==> src/rtl/mem_pkg.sv <==
// Shared widths, opcodes and opcode helpers for the memory-access stage.
package mem_pkg;
  localparam int DW_DEF  = 8;
  localparam int AW_DEF  = 8;
  localparam int RW_DEF  = 2;
  localparam int OPW_DEF = 4;

  localparam logic [OPW_DEF-1:0] OP_NOP = 4'd0;
  localparam logic [OPW_DEF-1:0] OP_LD  = 4'd13;
  localparam logic [OPW_DEF-1:0] OP_ST  = 4'd14;
  localparam logic [OPW_DEF-1:0] OP_LDI = 4'd15;

  function automatic logic is_load(input logic [OPW_DEF-1:0] op);
    return (op == OP_LD) || (op == OP_LDI);
  endfunction
endpackage

==> src/rtl/mem_access_stage_if.sv <==
// Execute-side handshake, dataMemory drive and register-file writeback bundle.
interface mem_access_stage_if #(
  parameter int DW  = mem_pkg::DW_DEF,
  parameter int AW  = mem_pkg::AW_DEF,
  parameter int RW  = mem_pkg::RW_DEF,
  parameter int OPW = mem_pkg::OPW_DEF
);
  logic           in_valid;
  logic           in_ready;
  logic [OPW-1:0] in_op;
  logic [RW-1:0]  in_rd;
  logic [RW-1:0]  in_rs;
  logic [DW-1:0]  in_ra;
  logic [AW-1:0]  in_addr;
  logic [OPW-1:0] op_dm;
  logic [DW-1:0]  ra_dm;
  logic [AW-1:0]  addr_dm;
  logic [DW-1:0]  dm_out;
  logic           rf_we;
  logic [RW-1:0]  rf_waddr;
  logic [DW-1:0]  rf_wdata;

  modport slave (
    input  in_valid, in_op, in_rd, in_rs, in_ra, in_addr, dm_out,
    output in_ready, op_dm, ra_dm, addr_dm, rf_we, rf_waddr, rf_wdata
  );

  modport master (
    output in_valid, in_op, in_rd, in_rs, in_ra, in_addr, dm_out,
    input  in_ready, op_dm, ra_dm, addr_dm, rf_we, rf_waddr, rf_wdata
  );
endinterface

==> src/rtl/mem_wb_track.sv <==
// Writeback tracker: follows loads through dataMemory's read latency and
// flags stores whose source register is still waiting on a load result.
module mem_wb_track
  import mem_pkg::*;
#(
  parameter int RW  = RW_DEF,
  parameter int OPW = OPW_DEF
) (
  input  logic           clk,
  input  logic           rst,
  input  logic           s1_valid,
  input  logic [OPW-1:0] s1_op,
  input  logic [RW-1:0]  s1_rd,
  input  logic [RW-1:0]  rs,
  output logic           wb_valid,
  output logic [RW-1:0]  wb_rd,
  output logic           hazard
);
  logic          wb_valid_r;
  logic [RW-1:0] wb_rd_r;
  logic          s1_load_s;

  // Writeback slot: one cycle behind issue, matching the dataMemory read latency
  always_ff @(posedge clk) begin
    if (rst) begin
      wb_valid_r <= 1'b0;
      wb_rd_r    <= '0;
    end else begin
      wb_valid_r <= s1_valid && is_load(s1_op);
      wb_rd_r    <= s1_rd;
    end
  end

  // A load still in issue or in writeback has not reached the register file yet
  always_comb begin
    s1_load_s = s1_valid && is_load(s1_op);
    hazard    = (s1_load_s && (s1_rd == rs)) || (wb_valid_r && (wb_rd_r == rs));
  end

  assign wb_valid = wb_valid_r;
  assign wb_rd    = wb_rd_r;
endmodule

==> src/rtl/mem_access_stage.sv <==
// Memory-access pipeline stage: issues one memory op per cycle to dataMemory
// and routes its read result to register-file writeback.
module mem_access_stage
  import mem_pkg::*;
#(
  parameter int DW  = DW_DEF,
  parameter int AW  = AW_DEF,
  parameter int RW  = RW_DEF,
  parameter int OPW = OPW_DEF
) (
  input logic               clk,
  input logic               rst,
  mem_access_stage_if.slave bus
);
  logic           s1_valid_r;
  logic [OPW-1:0] s1_op_r;
  logic [RW-1:0]  s1_rd_r;
  logic [DW-1:0]  s1_ra_r;
  logic [AW-1:0]  s1_addr_r;

  logic [OPW-1:0] op_clean_s;
  logic           in_ready_s;
  logic           transfer_s;
  logic           hazard_s;
  logic           wb_valid_s;
  logic [RW-1:0]  wb_rd_s;

  // Anything that is not a memory opcode travels as a harmless NOP
  always_comb begin
    case (bus.in_op)
      OP_LD, OP_ST, OP_LDI: op_clean_s = bus.in_op;
      default:              op_clean_s = OP_NOP;
    endcase
  end

  // Hold a store back while its source register awaits a load result
  always_comb begin
    if (bus.in_valid && (bus.in_op == OP_ST) && hazard_s) begin
      in_ready_s = 1'b0;
    end else begin
      in_ready_s = 1'b1;
    end
    transfer_s = bus.in_valid && in_ready_s;
  end

  // Issue slot: live for exactly one cycle per accepted instruction
  always_ff @(posedge clk) begin
    if (rst) begin
      s1_valid_r <= 1'b0;
      s1_op_r    <= OP_NOP;
      s1_rd_r    <= '0;
      s1_ra_r    <= '0;
      s1_addr_r  <= '0;
    end else if (transfer_s) begin
      s1_valid_r <= 1'b1;
      s1_op_r    <= op_clean_s;
      s1_rd_r    <= bus.in_rd;
      s1_ra_r    <= bus.in_ra;
      s1_addr_r  <= bus.in_addr;
    end else begin
      s1_valid_r <= 1'b0;
      s1_op_r    <= OP_NOP;
    end
  end

  mem_wb_track #(
    .RW  (RW),
    .OPW (OPW)
  ) u_wb_track (
    .clk      (clk),
    .rst      (rst),
    .s1_valid (s1_valid_r),
    .s1_op    (s1_op_r),
    .s1_rd    (s1_rd_r),
    .rs       (bus.in_rs),
    .wb_valid (wb_valid_s),
    .wb_rd    (wb_rd_s),
    .hazard   (hazard_s)
  );

  assign bus.in_ready = in_ready_s;
  assign bus.op_dm    = s1_valid_r ? s1_op_r : OP_NOP;
  assign bus.ra_dm    = s1_ra_r;
  assign bus.addr_dm  = s1_addr_r;
  assign bus.rf_we    = wb_valid_s;
  assign bus.rf_waddr = wb_rd_s;
  // Read data arrives late in the cycle; registering it would cost a cycle of latency
  assign bus.rf_wdata = bus.dm_out;
endmodule
==> src/flat_wrapper.sv <==
// flat-port wrapper written by rule: the top's interface ports become plain ports
module mem_access_stage_flat import mem_pkg::*;
#(
  parameter int DW  = DW_DEF,
  parameter int AW  = AW_DEF,
  parameter int RW  = RW_DEF,
  parameter int OPW = OPW_DEF
)
  (clk, rst, bus_in_valid, bus_in_op, bus_in_rd, bus_in_rs, bus_in_ra, bus_in_addr, bus_dm_out, bus_in_ready, bus_op_dm, bus_ra_dm, bus_addr_dm, bus_rf_we, bus_rf_waddr, bus_rf_wdata);
  mem_access_stage_if #(.DW(DW), .AW(AW), .RW(RW), .OPW(OPW)) bus_i ();
  input logic clk;
  input logic rst;
  input wire logic [$bits(bus_i.in_valid)-1:0] bus_in_valid;
  input wire logic [$bits(bus_i.in_op)-1:0] bus_in_op;
  input wire logic [$bits(bus_i.in_rd)-1:0] bus_in_rd;
  input wire logic [$bits(bus_i.in_rs)-1:0] bus_in_rs;
  input wire logic [$bits(bus_i.in_ra)-1:0] bus_in_ra;
  input wire logic [$bits(bus_i.in_addr)-1:0] bus_in_addr;
  input wire logic [$bits(bus_i.dm_out)-1:0] bus_dm_out;
  output wire logic [$bits(bus_i.in_ready)-1:0] bus_in_ready;
  output wire logic [$bits(bus_i.op_dm)-1:0] bus_op_dm;
  output wire logic [$bits(bus_i.ra_dm)-1:0] bus_ra_dm;
  output wire logic [$bits(bus_i.addr_dm)-1:0] bus_addr_dm;
  output wire logic [$bits(bus_i.rf_we)-1:0] bus_rf_we;
  output wire logic [$bits(bus_i.rf_waddr)-1:0] bus_rf_waddr;
  output wire logic [$bits(bus_i.rf_wdata)-1:0] bus_rf_wdata;
  assign bus_i.in_valid = bus_in_valid;
  assign bus_i.in_op = bus_in_op;
  assign bus_i.in_rd = bus_in_rd;
  assign bus_i.in_rs = bus_in_rs;
  assign bus_i.in_ra = bus_in_ra;
  assign bus_i.in_addr = bus_in_addr;
  assign bus_i.dm_out = bus_dm_out;
  assign bus_in_ready = bus_i.in_ready;
  assign bus_op_dm = bus_i.op_dm;
  assign bus_ra_dm = bus_i.ra_dm;
  assign bus_addr_dm = bus_i.addr_dm;
  assign bus_rf_we = bus_i.rf_we;
  assign bus_rf_waddr = bus_i.rf_waddr;
  assign bus_rf_wdata = bus_i.rf_wdata;
  mem_access_stage #(.DW(DW), .AW(AW), .RW(RW), .OPW(OPW)) u_core (.clk(clk), .rst(rst), .bus(bus_i));
endmodule
==> config.mk <==
export PLATFORM = sky130hd
export DESIGN_NAME = mem_access_stage_flat
export DESIGN_NICKNAME = d
export VERILOG_FILES = /design/src/rtl/mem_pkg.sv /design/src/rtl/mem_access_stage_if.sv /design/src/rtl/mem_wb_track.sv /design/src/rtl/mem_access_stage.sv /design/src/flat_wrapper.sv
export SDC_FILE = /design/constraint.sdc
export NUM_CORES = 1
export LEC_CHECK = 0
export CELL_PAD_IN_SITES_DETAIL_PLACEMENT = 0
export CELL_PAD_IN_SITES_GLOBAL_PLACEMENT = 1
export CORE_MARGIN = 4
export CORE_UTILIZATION = 32
export CTS_CLUSTER_DIAMETER = 40
export DETAILED_ROUTE_END_ITERATION = 6
export GPL_TIMING_DRIVEN = 0
export PLACE_DENSITY = 0.81
export SKIP_CTS_REPAIR_TIMING = 1
export SYNTH_ARGS = -nofsm -noshare
export SYNTH_HDL_FRONTEND = slang
export SYNTH_HIERARCHICAL = 1
export SYNTH_SLANG_ARGS = --single-unit
==> constraint.sdc <==
create_clock -name clk -period 2.3 [get_ports clk]
set_input_delay 0.345 -clock clk [delete_from_list [all_inputs] [get_ports clk]]
set_output_delay 0.345 -clock clk [all_outputs]
set_load 0.005 [all_outputs]
==> impl_metrics.env <==
export IMPL_status="completed"
export IMPL_coreArea_um2=4440
export IMPL_clock_path_buffers=2
export IMPL_track_usage_pct=15.0
export IMPL_power_density_nw_per_um2=470
export IMPL_path_clk_slew_ns=0.09
export IMPL_yosysSeqAreaShare_pct=34.7
export IMPL_viasPerCell=5.46
export IMPL_design_area_um2=2240
export IMPL_hold_path_end="u_core/u_wb_track/wb_rd[0]"
export IMPL_mostFrequentLayoutCells="55 x clkdlybuf4s50_1, 24 x dfxtp_1"
export IMPL_ir_worst_vdd_mv=0.209
export IMPL_place_area_um2=2150
export IMPL_postSynthCellCount=169
export IMPL_drc_errors=0
export IMPL_hp_class="flop to flop"
export IMPL_antenna_found_initial=0
export IMPL_crit_buf_inv=3
export IMPL_drtIter0Drc=107
export IMPL_grt_max_degree=15
export IMPL_clock_fmax_mhz=454
export IMPL_max_stage_delay_ns=0.35
export IMPL_drv_cap=0
export IMPL_wire_per_inst_um=15.9
export IMPL_holdPathStages=1
export IMPL_die_x_um=76.5
export IMPL_grt_pass1_vias=1522
export IMPL_synth_area_um2=1500
export IMPL_dp_hpwl_um=3200
export IMPL_fin_cells=287
export IMPL_grt_overflow_total=0
export IMPL_fillers=470
export IMPL_p_leak_uw=0.000802
export IMPL_grtUsageMet1_pct=20.2
export IMPL_clock_sinks=26
export IMPL_synth_cell_types=28
export IMPL_start_util_pct=33.8
export IMPL_antenna_cells=0
export IMPL_path_common_cell="buf_8"
export IMPL_cts_buffers=3
export IMPL_post_route_period_util_pct=95.8
export IMPL_worstMarginPinSlew_ns=0.508
export IMPL_hold_viol=0
export IMPL_vias=1566
export IMPL_cts_htree_levels=1
export IMPL_wirelength_um=4560
export IMPL_drtAntennaViolNets=0
export IMPL_crit_path_end_kind="output port"
export IMPL_preCtsSetupSlack_ns=-0.409
export IMPL_r2r_slack_ns=0.52
export IMPL_setup_viol=0
export IMPL_grt_use_met3_pct=2.84
export IMPL_slew_violations=0
export IMPL_hold_start="u_core/s1_rd_r[0]"
export IMPL_crit_arrival_ns=1.86
export IMPL_slew_headroom_pct=66.1
export IMPL_die_y_um=76.5
export IMPL_final_common_cell="clkdlybuf4s50_1"
export IMPL_yosysWarnings=6
export IMPL_fin_skew_ns=0.00396
export IMPL_dieArea_um2=5850
export IMPL_grt_pass1_wl_um=7290
export IMPL_top_usage_layer="met2"
export IMPL_final_layout_size_suffix_gt1_share_pct=15.7
export IMPL_io_pins=67
export IMPL_cp_top_family="simple AND/OR/NAND/NOR gates"
export IMPL_io_buffers=58
export IMPL_dp_cells=279
export IMPL_rows=24
export IMPL_worstPathMaxFanout=10
export IMPL_cp_data_required_time_ns=1.96
export IMPL_timing_final_ws_setup_ns=0.0977
export IMPL_gp_congestion=0.758
export IMPL_dr_pass1_iters=4
export IMPL_cts_root_buf="clkbuf_8"
export IMPL_area_delta_synth_final_pct=49.1
export IMPL_postSynthAreaPerCell_um2=8.88
export IMPL_syn_nets=204
export IMPL_layout_min_cycle_time_ns=2.20
export IMPL_rr_startpoint="u_core/s1_valid_r"
export IMPL_fin_nets=271
export IMPL_cts_tree="yes"
export IMPL_r2r_end="u_core/bus.ra_dm[5]"
export IMPL_startpoint_type="flop"
export IMPL_r2r_cells=7
export IMPL_path_class="flop to output port"
export IMPL_path_cells="nand4_1, o31ai_2, and4b_4, buf_8, buf_8, nand3_1, buf_2"
export IMPL_ys_ff_latch=26
export IMPL_clock_latency_ns=0.27
export IMPL_use_met2_pct=24.3
export IMPL_cp_slowest_cell="dfxtp_2"
power by group:
part / internal [µW] / switching, µW
Combinational: 150 / 97.3
Clock: 153 / 147
Sequential: 482 / 22.5
Total: 785 / 267
logic make-up (layout without fill, tap and decap cells):
group,count (synthesis),after routing,share of synthesized area [%]
simple gates,70,70,30.7
xor+xnor,4,4,2.34
buf+inv,29,95,12.3
compound gates,40,40,20.0
flops,26,26,34.7
layout make-up:
| type | count | area, µm² | area share (%) |
|---|---|---|---|
| Timing Repair Buffer | 62 | 611 | 27.3 |
| Clock buffer | 4 | 55.1 | 2.46 |
| Tap cell | 52 | 65.1 | 2.91 |
| Multi-Input combinational cell | 114 | 796 | 35.6 |
| Inverter | 2 | 7.51 | 0.336 |
| Buffer | 27 | 180 | 8.05 |
| Sequential cell | 26 | 523 | 23.4 |
per-stage QoR:
stage,util (%),setup TNS (ns),hold WS (ns),total power [µW]
after global placement,48.3,-0.420,0.507,762
final,50.3,0,0.520,1050
after floorplan,-,0,0.417,617
after CTS,49.5,-0.419,0.523,1060
after detailed placement,48.3,-0.409,0.510,762
after global routing,50.3,-0.00453,0.542,1110
flip-flops by register name, indices dropped and copies added, names as in the netlist:
signal,flops
u_core/bus.ra_dm,8
u_core/s1_valid_r,1
u_core/s1_rd_r,2
u_core/s1_op_r,4
u_core/u_wb_track/wb_rd,2
u_core/bus.addr_dm,8
u_core/u_wb_track/wb_valid,1
worst max path at each step:
stage	cells after the start	slack, ns	startpoint	end
finish	7	0.1	u_core/s1_valid_r	bus_in_ready
global route	7	-0.005	u_core/s1_valid_r	bus_in_ready
CTS	8	-0.42	bus_in_rs[1]	bus_in_ready
detailed placement	8	-0.41	bus_in_rs[1]	bus_in_ready
global placement	8	-0.42	bus_in_rs[1]	bus_in_ready
floorplan	6	0.64	bus_in_rs[1]	bus_in_ready
worst register-to-register path, stage by stage, from the launching register on:
cell      delay, ns
dfxtp_2        0.35
nand4_1        0.14
o31ai_2        0.32
and4b_4        0.30
buf_4          0.12
buf_2          0.21
nand4b_1       0.12
o311ai_0       0.12
synthesized netlist by cell type (all sizes together):
master | number | area, µm²
dfxtp | 26 | 521
buf | 22 | 158
a31oi | 18 | 113
nand2 | 18 | 67.6
nand4b | 18 | 158
nor3b | 18 | 135
o311ai | 18 | 158
clkbuf | 5 | 18.8
and2 | 4 | 25.0
nand3 | 3 | 15.0
nor2b | 3 | 21.3
a21oi | 2 | 10.0
inv | 2 | 7.50
nor2 | 2 | 7.51
xnor2 | 2 | 17.5
xor2 | 2 | 17.5
a21boi | 1 | 7.51
and4b | 1 | 13.8
nand2b | 1 | 6.26
nand4 | 1 | 6.26
nor3 | 1 | 5.00
o31ai | 1 | 12.5
routing by layer:
| layer | routed length [µm] | vias to the layer above |
|---|---|---|
| li1 | - | 778 |
| met1 | 2070 | 726 |
| met2 | 2200 | 60 |
| met3 | 265 | 2 |
| met4 | 29 | 0 |
| met5 | 0 | - |
Note: power is estimated with default switching activity, not from simulation.
==> patch 1: new RTL, same flow settings <==
`RW_DEF`: 2 -> 1.
--- a/src/rtl/mem_pkg.sv
+++ b/src/rtl/mem_pkg.sv
@@ -2,7 +2,7 @@
 package mem_pkg;
   localparam int DW_DEF  = 8;
   localparam int AW_DEF  = 8;
-  localparam int RW_DEF  = 2;
+  localparam int RW_DEF  = 1;
   localparam int OPW_DEF = 4;
 
   localparam logic [OPW_DEF-1:0] OP_NOP = 4'd0;
Interface: changed (resized bus_in_rd, bus_in_rs and bus_rf_waddr); port bits go from 67 to 64. The function was not compared with the original's and may differ.
==> patch 1 against the unedited design <==
Total power decreased by 4.6%. Setup slack improved by 160 ps. Largest cell class is now buffers. Final area decreased by 5.5%. Routed wire length decreased by 2.6%. Die area decreased by 5.0%. Highest routed layer unchanged. Synthesized area decreased by 5.6%. Sequential cell count decreased by 2.
==> patch 1: results (changes against the unedited design) <==
Outcome
  – Status: finished, final reports clean (unchanged)

Final layout
  – Final nets: 257 (was 271)
  – Number of logic inverters in the finished layout: 4 (was 2)
  – Non-CTS buffers: 85 (was 89)
  – Storage element area: 482 sq um (was 523 sq um)
  – Comb_multi_in: 106 (was 114)
  – Non-clk buf share: 0.361 (was 0.353)
  – Clock-cell share of area: 0.0260 (was 0.0246)
  – Fillers: 393 (was 470)

Routing
  – DRT Pass-1 Iters: 6 (was 4)
  – WL/cell: 16.3 microns (was 15.9 microns)

Synth
  – Netlist cell types: 27 (was 28)
  – Sequential share of the synthesized area: 0.339 (was 0.347)

GRT
  – Grt met1 use: 0.218 (was 0.202)
  – Largest net degree at the start of global routing: 14 (was 15)
  – M2 GR Usage: 0.275 (was 0.243)
  – Vias in the first global route: 1485 (was 1522)
  – Global-route wire length before repair: 7170 microns (was 7290 microns)

Power and ir drop
  – Maximum vdd drop: 279 uV (was 209 uV)
  – Leakage dissipation: 0.752 nW (was 0.802 nW)

Critical path
  – Crit-path max FO: 9 (was 10)
  – R2r startpoint: u_core/s1_op_r[2]$_SDFF_PP0_ (was u_core/s1_valid_r$_SDFF_PP0_)
  – Slowest cell on the critical path: dfxtp_1 (was dfxtp_2)

Placed design
  – Dpl hpwl: 3190 microns (was 3200 microns)
  – Buffers added on ports: 54 (was 58)
  – Placed cell areas: 2020 sq um (was 2150 sq um)
  – Final GP Congestion: 0.769 (was 0.758)

Min path
  – HP Start: u_core/s1_op_r[0]$_SDFF_PP0_ (was u_core/s1_rd_r[0]$_SDFFE_PP0P_)

CTS
  – Clk sinks: 24 (was 26)
patch 1: worst min-delay path, cell delays in order (launching register included):
cell and delay, ps:
dfxtp_1 320, nand4_2 100, nor2_1 50
patch 1: routing by layer:
layer	share of wire	vias up
li1	-	734
met1	0.41	733
met2	0.50	68
met3	0.088	4
met4	0.0088	0
met5	0	-
patch 1: logic make-up (layout without fill, tap and decap cells):
logic type	Yosys count	count (layout)	synth area share
AO/OA/AOI/OAI	40	40	0.211
buffers and inverters	31	93	0.140
flip-flops	24	24	0.339
AND/OR/NAND/NOR	66	66	0.309
patch 1: path summary, 6_finish.rpt:
kind                                                end  slack [ps]  cells after the start
setup / recovery                           bus_in_ready         260                      7
hold reg to reg   u_core/u_wb_track/wb_valid$_SDFF_PP0_         500                      2
hold / removal    u_core/u_wb_track/wb_valid$_SDFF_PP0_         500                      2
setup reg to reg       u_core/bus.ra_dm[4]$_SDFFE_PP0P_         510                      9
patch 1: stage by stage:
| step | TNS, ps | util | total power, mW | hold WS [ps] | std cells |
|---|---|---|---|---|---|
| global route | 0 | 0.510 | 1.06 | 531 | 273 |
| detailed placement | -240 | 0.487 | 0.720 | 500 | 265 |
| floorplan | 0 | - | 0.580 | 412 | 161 |
| global placement | -217 | 0.487 | 0.715 | 476 | 265 |
| finish | 0 | 0.510 | 1.00 | 504 | 273 |
| CTS | -369 | 0.501 | 1.01 | 513 | 269 |
patch 1: power breakdown:
part           total, mW  switching, mW  internal (mW)
Combinational      0.245         0.0967          0.148
Sequential         0.466         0.0210          0.445
Clock              0.292          0.139          0.153
Total               1.00          0.257          0.747
==> patch 2: new RTL, same settings <==
Without the edit above. Reset style: asynchronous (`rst`), changed in 2 clocked blocks.
--- a/src/rtl/mem_wb_track.sv
+++ b/src/rtl/mem_wb_track.sv
@@ -21,7 +21,7 @@
   logic          s1_load_s;
 
   // Writeback slot: one cycle behind issue, matching the dataMemory read latency
-  always_ff @(posedge clk) begin
+  always_ff @(posedge clk or posedge rst) begin
     if (rst) begin
       wb_valid_r <= 1'b0;
       wb_rd_r    <= '0;
--- a/src/rtl/mem_access_stage.sv
+++ b/src/rtl/mem_access_stage.sv
@@ -44,7 +44,7 @@
   end
 
   // Issue slot: live for exactly one cycle per accepted instruction
-  always_ff @(posedge clk) begin
+  always_ff @(posedge clk or posedge rst) begin
     if (rst) begin
       s1_valid_r <= 1'b0;
       s1_op_r    <= OP_NOP;
Behaviour: differs if rst is asserted again (counterexample within 4 cycles, from zero or initial values and one cycle with rst high); with rst held inactive, the same outputs for 10 cycles.
==> patch 2 against the unedited design <==
First-iteration DRC count shrank 76%. Total power shrank 8.1%. Die area shrank 21%. Global-route usage shrank 4.0 points. Largest power group unchanged. Setup slack gained 160 ps. Sequential power grew 3%. Clock power shrank 26%. Synthesized area shrank 24%. Synthesized cell count shrank 53%. Final area shrank 18%. Sequential cell count is the same. Highest routed layer unchanged. Routed wire length shrank 46%. Core utilization grew 3.9 points.
==> patch 2: results (changes against the unedited design) <==
GRT
  – Total GRT Usage: 0.110 (was 0.150)
  – Routing usage on met3: 0.0476 (was 0.0284)
  – Vias in the first global route: 877 (was 1522)
  – M2 GR Usage: 0.191 (was 0.243)
  – Grt met1 use: 0.122 (was 0.202)
  – Largest net degree at the start of global routing: 24 (was 15)

Critical path
  – R2r setup slk: 390 ps (was 520 ps)
  – Slowest cell on the critical path: dfrtp_1 (was dfxtp_2)
  – RR Endpoint: u_core/bus.addr_dm[3]$_DFFE_PP0P_ (was u_core/bus.ra_dm[5]$_SDFFE_PP0P_)
  – WP data arrival: 1700 ps (was 1860 ps)
  – Crit path from: u_core/s1_valid_r$_DFF_PP0_ (was u_core/s1_valid_r$_SDFF_PP0_)
  – Crit-path max FO: 5 (was 10)
  – Slowest stage delay, CP: 410 ps (was 350 ps)

Placed design
  – # placed instances: 183 (was 279)
  – Placement Setup Slack: -139 ps (was -409 ps)
  – Final GP Congestion: 0.701 (was 0.758)
  – Placed cell areas: 1780 sq um (was 2150 sq um)
  – Dpl hpwl: 1960 microns (was 3200 microns)

Power and ir drop
  – Maximum vdd drop: 449 uV (was 209 uV)
  – NetSw: 209 uW (was 267 uW)
  – Leakage dissipation: 0.836 nW (was 0.802 nW)

Routing
  – Initial drt markers: 26 (was 107)
  – DRT Pass-1 Iters: 4 (unchanged)
  – Vias per inst: 4.27 (was 5.46)
  – Routed wl met2: 1260 microns (was 2200 microns)
  – Routed WL: 2460 microns (was 4560 microns)
  – M1 wire length: 984 microns (was 2070 microns)
  – WL met3: 202 microns (was 265 microns)

Min path
  – HP Class: in -> async (was reg -> reg)

Final layout
  – Non-Filler Instances: 188 (was 287)
  – Share of cells above drive strength 1: 0.261 (was 0.157)

Synth
  – Largest cells by area after synthesis: dfrtp_1 57%, mux2_4 12%, mux2_2 8.9% (was dfxtp_1 35%, nand4b_1 11%, nor3b_1 9.0%)
  – Commonest cells in the synthesized netlist: 26 x dfrtp_1, 9 x mux2_2, 9 x mux2_4 (was 26 x dfxtp_1, 18 x a31oi_1, 18 x nand2_1, 18 x nand4b_1, 18 x nor3b_1)
  – Fraction of synthesized cell area in xor and xnor cells: 0.0306 (was 0.0234)
  – Netlist cell types: 18 (was 28)
  – Post-synthesis compound-gate area fraction: 0.0230 (was 0.200)
  – Avg Cell Area, Syn: 14.5 sq um (was 8.88 sq um)
  – Synth Net Count: 114 (was 204)
  – Mux contribution to synthesized area: 0.207 (was 0)
  – Sequential share of the synthesized area: 0.568 (was 0.347)

CTS
  – Worst-skew pair later-pin latency: 310 ps (was 270 ps)
  – CTS Buffer Depth: 2 (unchanged)
  – Reg clk slew, reported paths: 130 ps (was 90 ps)
  – Root Driver: clkbuf_4 (was clkbuf_8)

Outcome
  – Status: finished, final reports clean (unchanged)

STA
  – Final hold slack: 219 ps (was 520 ps)
  – Min Tclk post-route: 2040 ps (was 2200 ps)
  – Slew @ Worst Pin: 847 ps (was 508 ps)
  – Final Skew: 4.00 ps (was 3.96 ps)
-- patch 2: cell types whose count changed after synthesis, moves of 9 or more --
cell,unedited run,this run
nor3b_1,18,0
o311ai_1,11,0
dfxtp_1,26,0
nand2_1,18,2
a31oi_1,18,0
mux2_2,0,9
nand4b_1,18,0
dfrtp_1,0,26
mux2_4,0,9
buf_2,9,0
-- patch 2: area by class of cell --
| type | instances | area (sq um) |
|---|---|---|
| Buffer | 9 | 80.1 |
| Sequential cell | 26 | 651 |
| Inverter | 4 | 15.0 |
| Clock buffer | 4 | 36.3 |
| Tap cell | 46 | 57.6 |
| Multi-Input combinational cell | 40 | 402 |
| Timing Repair Buffer | 59 | 596 |
| Fill cell | 284 | 1550 |
-- patch 2: power by group through the flow --
stage	Sequential, mW	Combinational [mW]	Clock [mW]
after floorplan	0.526	0.0863	0
after global placement	0.524	0.227	0
after detailed placement	0.527	0.230	0
after CTS	0.518	0.231	0.236
after global routing	0.522	0.247	0.255
final	0.517	0.228	0.222
